**src/rtl/dac_sched_pkg.sv**
```systemverilog
// Shared types and constants for the DAC update scheduler.
// Optional statistics counters are enabled with DAC_SCHED_STATS_EN.
package dac_sched_pkg;

    localparam int NUM_CH = 4;
    localparam int CODE_W = 8;
    localparam int DATA_W = 32;

    localparam logic GRANT_HOST  = 1'b0;
    localparam logic GRANT_SWEEP = 1'b1;

    typedef enum logic [2:0] {
        IDLE,
        LATCH,
        START,
        WAIT,
        GAP
    } state_t;

    // Replace the byte lanes selected by mask, keep the rest.
    function automatic logic [DATA_W-1:0] merge_codes(
        input logic [DATA_W-1:0] old_word,
        input logic [NUM_CH-1:0] mask,
        input logic [DATA_W-1:0] code
    );
        logic [DATA_W-1:0] res;
        res = old_word;
        for (int i = 0; i < NUM_CH; i++) begin
            if (mask[i]) begin
                res[i*CODE_W +: CODE_W] = code[i*CODE_W +: CODE_W];
            end
        end
        return res;
    endfunction

endpackage

```
**src/rtl/dac_update_sched_rr_arb2.sv**
```systemverilog
// Two-way round-robin arbiter; the pointer (last grant) lives in the parent.
// Bit 0 is the host, bit 1 the sweep engine.
module rr_arb2
    import dac_sched_pkg::*;
(
    input  logic [1:0] i_req,
    input  logic       i_last_grant,
    output logic [1:0] o_gnt
);

    always_comb begin
        o_gnt = 2'b00;
        if (i_req == 2'b11) begin
            o_gnt = (i_last_grant == GRANT_SWEEP) ? 2'b01 : 2'b10;
        end else begin
            o_gnt = i_req;
        end
    end

endmodule

```
**src/rtl/dac_update_sched.sv**
```systemverilog
// Arbitrates host/sweep DAC code updates and paces the serial loader.
// Define DAC_SCHED_STATS_EN to add the upd_cnt/coll_cnt counters.
module dac_update_sched
    import dac_sched_pkg::*;
#(
    parameter int               LOAD_CYCLES = 72,
    parameter int               MIN_GAP     = 4,
    parameter logic [CODE_W-1:0] RESET_CODE = 8'h80
) (
    input  logic              clk,
    input  logic              rst,
    input  logic              h_req,
    input  logic [NUM_CH-1:0] h_mask,
    input  logic [DATA_W-1:0] h_code,
    output logic              h_ack,
    input  logic              s_req,
    input  logic [NUM_CH-1:0] s_mask,
    input  logic [DATA_W-1:0] s_code,
    output logic              s_ack,
    output logic [DATA_W-1:0] dac_data,
    output logic              dac_cs,
    output logic              busy,
    output logic              last_grant
`ifdef DAC_SCHED_STATS_EN
    ,
    output logic [15:0]       upd_cnt,
    output logic [15:0]       coll_cnt
`endif
);

    localparam logic [7:0] WAIT_INIT = 8'(LOAD_CYCLES - 1);
    localparam logic [7:0] GAP_INIT  = (MIN_GAP == 0) ? 8'd0 : 8'(MIN_GAP - 1);

    if (LOAD_CYCLES < 1 || LOAD_CYCLES > 255) begin : g_chk_load
        $error("LOAD_CYCLES must be in 1..255");
    end
    if (MIN_GAP < 0 || MIN_GAP > 255) begin : g_chk_gap
        $error("MIN_GAP must be in 0..255");
    end

    state_t              r_state;
    state_t              w_state_nxt;
    logic [7:0]          r_cnt;
    logic [7:0]          w_cnt_nxt;
    logic                r_gnt;
    logic                r_last_grant;
    logic [DATA_W-1:0]   r_shadow;
    logic [1:0]          w_req;
    logic [1:0]          w_gnt;
    logic [NUM_CH-1:0]   w_mask;
    logic [DATA_W-1:0]   w_code;

    assign w_req  = {s_req, h_req};
    assign w_mask = (r_gnt == GRANT_SWEEP) ? s_mask : h_mask;
    assign w_code = (r_gnt == GRANT_SWEEP) ? s_code : h_code;

    rr_arb2 u_arb (
        .i_req        (w_req),
        .i_last_grant (r_last_grant),
        .o_gnt        (w_gnt)
    );

    always_ff @(posedge clk) begin
        if (rst) begin
            r_state <= IDLE;
            r_cnt   <= '0;
        end else begin
            r_state <= w_state_nxt;
            r_cnt   <= w_cnt_nxt;
        end
    end

    always_comb begin
        w_state_nxt = r_state;
        w_cnt_nxt   = r_cnt;
        unique case (r_state)
            IDLE: begin
                if (|w_req) begin
                    w_state_nxt = LATCH;
                end
            end
            LATCH: begin
                w_state_nxt = (w_mask == '0) ? IDLE : START;
            end
            START: begin
                w_cnt_nxt   = WAIT_INIT;
                w_state_nxt = WAIT;
            end
            WAIT: begin
                if (r_cnt == 8'd0) begin
                    if (MIN_GAP == 0) begin
                        w_state_nxt = IDLE;
                    end else begin
                        w_cnt_nxt   = GAP_INIT;
                        w_state_nxt = GAP;
                    end
                end else begin
                    w_cnt_nxt = r_cnt - 8'd1;
                end
            end
            GAP: begin
                if (r_cnt == 8'd0) begin
                    w_state_nxt = IDLE;
                end else begin
                    w_cnt_nxt = r_cnt - 8'd1;
                end
            end
            default: begin
                w_state_nxt = IDLE;
            end
        endcase
    end

    // Shadow only moves on the LATCH edge, so it is stable for the whole load.
    always_ff @(posedge clk) begin
        if (rst) begin
            r_gnt        <= GRANT_HOST;
            r_last_grant <= GRANT_SWEEP;
            r_shadow     <= {NUM_CH{RESET_CODE}};
        end else begin
            if (r_state == IDLE && (|w_req)) begin
                r_gnt <= (w_gnt == 2'b10);
            end
            if (r_state == LATCH) begin
                r_last_grant <= r_gnt;
                r_shadow     <= merge_codes(r_shadow, w_mask, w_code);
            end
        end
    end

`ifdef DAC_SCHED_STATS_EN
    logic [15:0] r_upd_cnt;
    logic [15:0] r_coll_cnt;

    always_ff @(posedge clk) begin
        if (rst) begin
            r_upd_cnt  <= '0;
            r_coll_cnt <= '0;
        end else begin
            if (r_state == START) begin
                r_upd_cnt <= r_upd_cnt + 16'd1;
            end
            if (r_state == IDLE && h_req && s_req) begin
                r_coll_cnt <= r_coll_cnt + 16'd1;
            end
        end
    end

    assign upd_cnt  = r_upd_cnt;
    assign coll_cnt = r_coll_cnt;
`endif

    assign h_ack      = (r_state == LATCH) && (r_gnt == GRANT_HOST);
    assign s_ack      = (r_state == LATCH) && (r_gnt == GRANT_SWEEP);
    assign dac_cs     = (r_state == START);
    assign busy       = (r_state != IDLE);
    assign dac_data   = r_shadow;
    assign last_grant = r_last_grant;

endmodule

```
**config.mk**
```make
export PLATFORM = sky130hd
export DESIGN_NAME = dac_update_sched
export DESIGN_NICKNAME = d
export VERILOG_FILES = /design/src/rtl/dac_sched_pkg.sv /design/src/rtl/dac_update_sched_rr_arb2.sv /design/src/rtl/dac_update_sched.sv
export SDC_FILE = /design/constraint.sdc
export NUM_CORES = 1
export LEC_CHECK = 0
export ABC_CLOCK_PERIOD_IN_PS = 2300
export BUFFER_PORTS_ARGS = -buffer_cell sky130_fd_sc_hd__buf_4
export CAP_MARGIN = 20
export CORE_MARGIN = 10
export CORE_UTILIZATION = 45
export CTS_BUF_LIST = sky130_fd_sc_hd__clkbuf_8
export CTS_CLUSTER_DIAMETER = 60
export DETAILED_ROUTE_END_ITERATION = 8
export GPL_ROUTABILITY_DRIVEN = 1
export PLACE_DENSITY = 0.89
export SYNTH_ARGS = -nofsm -noshare
export SYNTH_HDL_FRONTEND = slang
export SYNTH_HIERARCHICAL = 1
export SYNTH_SLANG_ARGS = --single-unit
```
**constraint.sdc**
```tcl
create_clock -name clk -period 2.3 [get_ports clk]
set_input_delay 0.115 -clock clk [delete_from_list [all_inputs] [get_ports clk]]
set_output_delay 0.115 -clock clk [all_outputs]
set_load 0.01 [all_outputs]
```
==> results.rst <==
.. list-table::
   :header-rows: 1

   * - Metric
     - Value
   * - Run status
     - complete, no violations
   * - Vias in the first global route
     - 2352
   * - Number of flops mapped to enable cells by yosys
     - 0
   * - Nets
     - 435
   * - Share of final-layout standard cells stronger than drive strength 1
     - 0.388
   * - Effective utilization at floorplan
     - 0.475
   * - Total count of max-transition violations in the final report
     - 0
   * - Average footprint of a synthesized cell
     - 9.24 sq um
   * - Number of maximum-capacitance constraint violations
     - 0
   * - Number of port buffers
     - 112
   * - Synthesis-to-finish area growth
     - 43.5%
   * - Number of register bits inferred by synthesis
     - 45
   * - DRC violations left
     - 0
   * - Worst Reg-to-Reg Cells
     - 5
   * - DPL Wire Length
     - 5.77 mm
   * - 1st-pass router iterations
     - 4
   * - Setup repair after global routing missed its margin
     - false
   * - Initial antenna violation count
     - 0
   * - Start of the worst register-to-register path
     - r_cnt[0]
   * - Overall die area
     - 8370 sq um
   * - Via count
     - 2290
   * - All-Layer GR Usage
     - 0.169
   * - Buffer cell driving the clock tree root
     - clkbuf_8
   * - Library cell occupying the most area in the post-synthesis netlist
     - dfxtp_1
   * - Max Fclk
     - 502 MHz
   * - Proportion of synthesized area in mux cells
     - 0.189
   * - Area share of xor/xnor cells in the synthesized design
     - 0
   * - Max rail drop VDD
     - 471 uV
   * - Overall routed net length
     - 7.42 mm
   * - Final critical-path required period
     - 1990 ps
   * - Antenna Nets Post-Route
     - 0
   * - Element type at the critical path start
     - flip-flop
   * - Largest net degree at the start of global routing
     - 40
   * - Width of the die
     - 91.5 microns
   * - Biggest area contributors in the synthesized netlist
     - dfxtp_1, mux2i_1, a211oi_1
   * - Worst min-delay path class
     - primary input to flip-flop
   * - Fraction of registers with async set/reset
     - 0
   * - First-pass GRT wire length
     - 11.6 mm
   * - Number of ports placed on the die boundary
     - 113
   * - Maximum fanout along the worst path
     - 5
   * - Number of sinks driven by the clock tree
     - 45
   * - Number of standard cells after synthesis
     - 249
   * - Via density per instance
     - 5.39
   * - Source of the worst hold timing path
     - h_code[4]
   * - Final standard cell utilization of the core
     - 0.681
   * - Number of diodes added for antenna fixing
     - 0
   * - Routability congestion estimate from global placement
     - 0.902
   * - Topmost layer with routed signal wires
     - met4
   * - Net count after synthesis
     - 327
   * - Number of different library cells in the post-synthesis netlist
     - 38
   * - Summed negative setup slack over all endpoints
     - 0 ps
   * - Post_cts resized
     - 0
   * - Top cell type's share of synthesized area
     - 0.392
   * - Violation count after the first detailed-routing iteration
     - 140
   * - Post-synthesis instance area
     - 2300 sq um
   * - Compound-cell area share of the yosys netlist
     - 0.185
   * - Die boundary height
     - 91.5 microns
   * - Detailed route wirelength on metal2
     - 3.68 mm
   * - Adder-cell share of the synthesized area
     - 0.0109
   * - Leakage power
     - 1.35 nW
   * - Combinational family with the most area after synthesis
     - multiplexers
   * - Met3 routed WL
     - 712 microns
   * - Power density cells
     - 841 nW/um^2
   * - Worst endpoint required time
     - 2470 ps
   * - CP Launch Point
     - r_cnt[0]
   * - Pin slew with the least headroom to its limit
     - 619 ps
   * - Clk Latency, worst-skew pair
     - 300 ps
   * - Post-synth top flop
     - dfxtp_1
   * - Critical Path End Type
     - flip-flop
   * - Std cell rows
     - 25
   * - Number of buffers added to fix hold violations after cts
     - 0
   * - Worst max-slew margin expressed relative to the limit
     - 0.577
   * - Fraction of the mapped netlist area in simple logic gates
     - 0.175
   * - Period Utilization, post-route
     - 0.865
   * - Total setup buffers inserted after CTS
     - 0
   * - Metal-1 WL
     - 2.83 mm
   * - Worst setup margin
     - 310 ps
   * - Place WS
     - 303 ps
   * - Clock tree from TritonCTS
     - built
   * - Area of the core
     - 4850 sq um
   * - TritonCTS buffer count
     - 5
   * - Worst-case clock skew
     - 3.89 ps
   * - Worst hold path stage count
     - 3
   * - Share of synthesized area occupied by flip-flops and latches
     - 0.392
   * - Buffers from clock root to sink, at most
     - 2
   * - Post-DR wirelength/cell
     - 17.5 microns
   * - Clock-pin transition on the worst setup and hold timing paths
     - 80 ps
   * - Kind of critical path
     - flip-flop to flip-flop
   * - Synth Warn #
     - 6
   * - H-tree depth
     - 2
   * - Final Hold Fails
     - 0
   * - Total grt overflow
     - 0
   * - Number of endpoints failing setup at the final stage
     - 0
   * - Arrival time reported for the critical path endpoint
     - 2160 ps
## through the flow
step | cell area (sq um) | power, W | std cells | hold WS, ps
after global routing | 3300 | 0.00297 | 425 | 165
after detailed placement | 3180 | 0.00216 | 417 | 459
after global placement | 3180 | 0.00213 | 417 | 454
final | 3300 | 0.00278 | 425 | 156
after CTS | 3300 | 0.00279 | 425 | 155
after floorplan | 2300 | 0.00176 | 249 | 268
## placed cells by master (no fill, tap or decap), types with 3 or more instances in the layout
master | synthesis | layout
nor2_1 | 38 | 38
buf_4 | 4 | 117
a211o_1 | 3 | 3
a21oi_1 | 7 | 7
dfxtp_1 | 45 | 44
a211oi_1 | 31 | 31
inv_1 | 8 | 8
nand3_1 | 4 | 4
a21boi_0 | 3 | 3
mux2i_1 | 39 | 39
nor2_4 | 4 | 4
nand2_1 | 7 | 7
nor3_1 | 4 | 4
clkbuf_8 | 0 | 6
mux2_2 | 4 | 4
o21ai_0 | 4 | 4
o211ai_1 | 4 | 4
## cells in the mapped netlist (2+ instances only)
cell,instances
dfxtp_1,45
mux2i_1,39
nor2_1,38
a211oi_1,31
inv_1,8
a21oi_1,7
nand2_1,7
buf_2,6
clkbuf_1,6
buf_4,4
mux2_2,4
nand3_1,4
nor2_4,4
nor3_1,4
o211ai_1,4
o21ai_0,4
a211o_1,3
a21boi_0,3
a2111oi_0,2
ha_1,2
nor2b_1,2
nor3b_1,2
nor4_1,2
o31ai_1,2
or3_1,2
or3b_2,2
## registers in the layout, summed over array words and instances (netlist names)
name        cells
last_grant      1
r_gnt           1
r_cnt           8
r_state         3
dac_data       32
## kinds of logic (layout without fill, tap and decap cells)
family / Yosys count / after routing
flip-flops: 45 / 45
adder cells (fa/ha/maj): 2 / 2
buffers and inverters: 24 / 133
multiplexers: 43 / 43
AND/OR/NAND/NOR: 75 / 75
AO/OA/AOI/OAI: 60 / 60
## report_power, final
group / internal (W) / switching, W
combinational: 0.000538 / 0.000563
sequential: 0.000921 / 0.000136
clock: 0.000353 / 0.000266
total: 0.00181 / 0.000966
## final cells by class
| cell class | instances | area, sq um |
|---|---|---|
| fillers | 367 | 1550 |
| multi-input cells | 180 | 1290 |
| flip-flops and latches | 45 | 902 |
| repair buffers | 117 | 878 |
| well taps | 67 | 83.8 |
| clock buffers | 6 | 82.6 |
| clock inverters | 2 | 37.5 |
| inverters | 8 | 30.0 |
## final timing paths
path / slack, ps / to
worst max-delay path: 310 / r_cnt[6]
worst min register to register: 480 / dac_data[31]
worst max register to register: 310 / r_cnt[6]
worst min-delay path: 160 / dac_data[4]
## critical path, cell delays in order, from the launching register on
cell and delay (ps):
dfxtp_1 350, inv_1 90, ha_1 240, or4b_2 620
a2111oi_0 460, nor3b_1 110
## metal layers
layer  vias up  global-route usage
li1       1130                   -
met5         -                   0
met1      1042               0.179
met4         0              0.0679
met2       104               0.297
met3        14              0.0634
(Power assumes the default switching activity.)
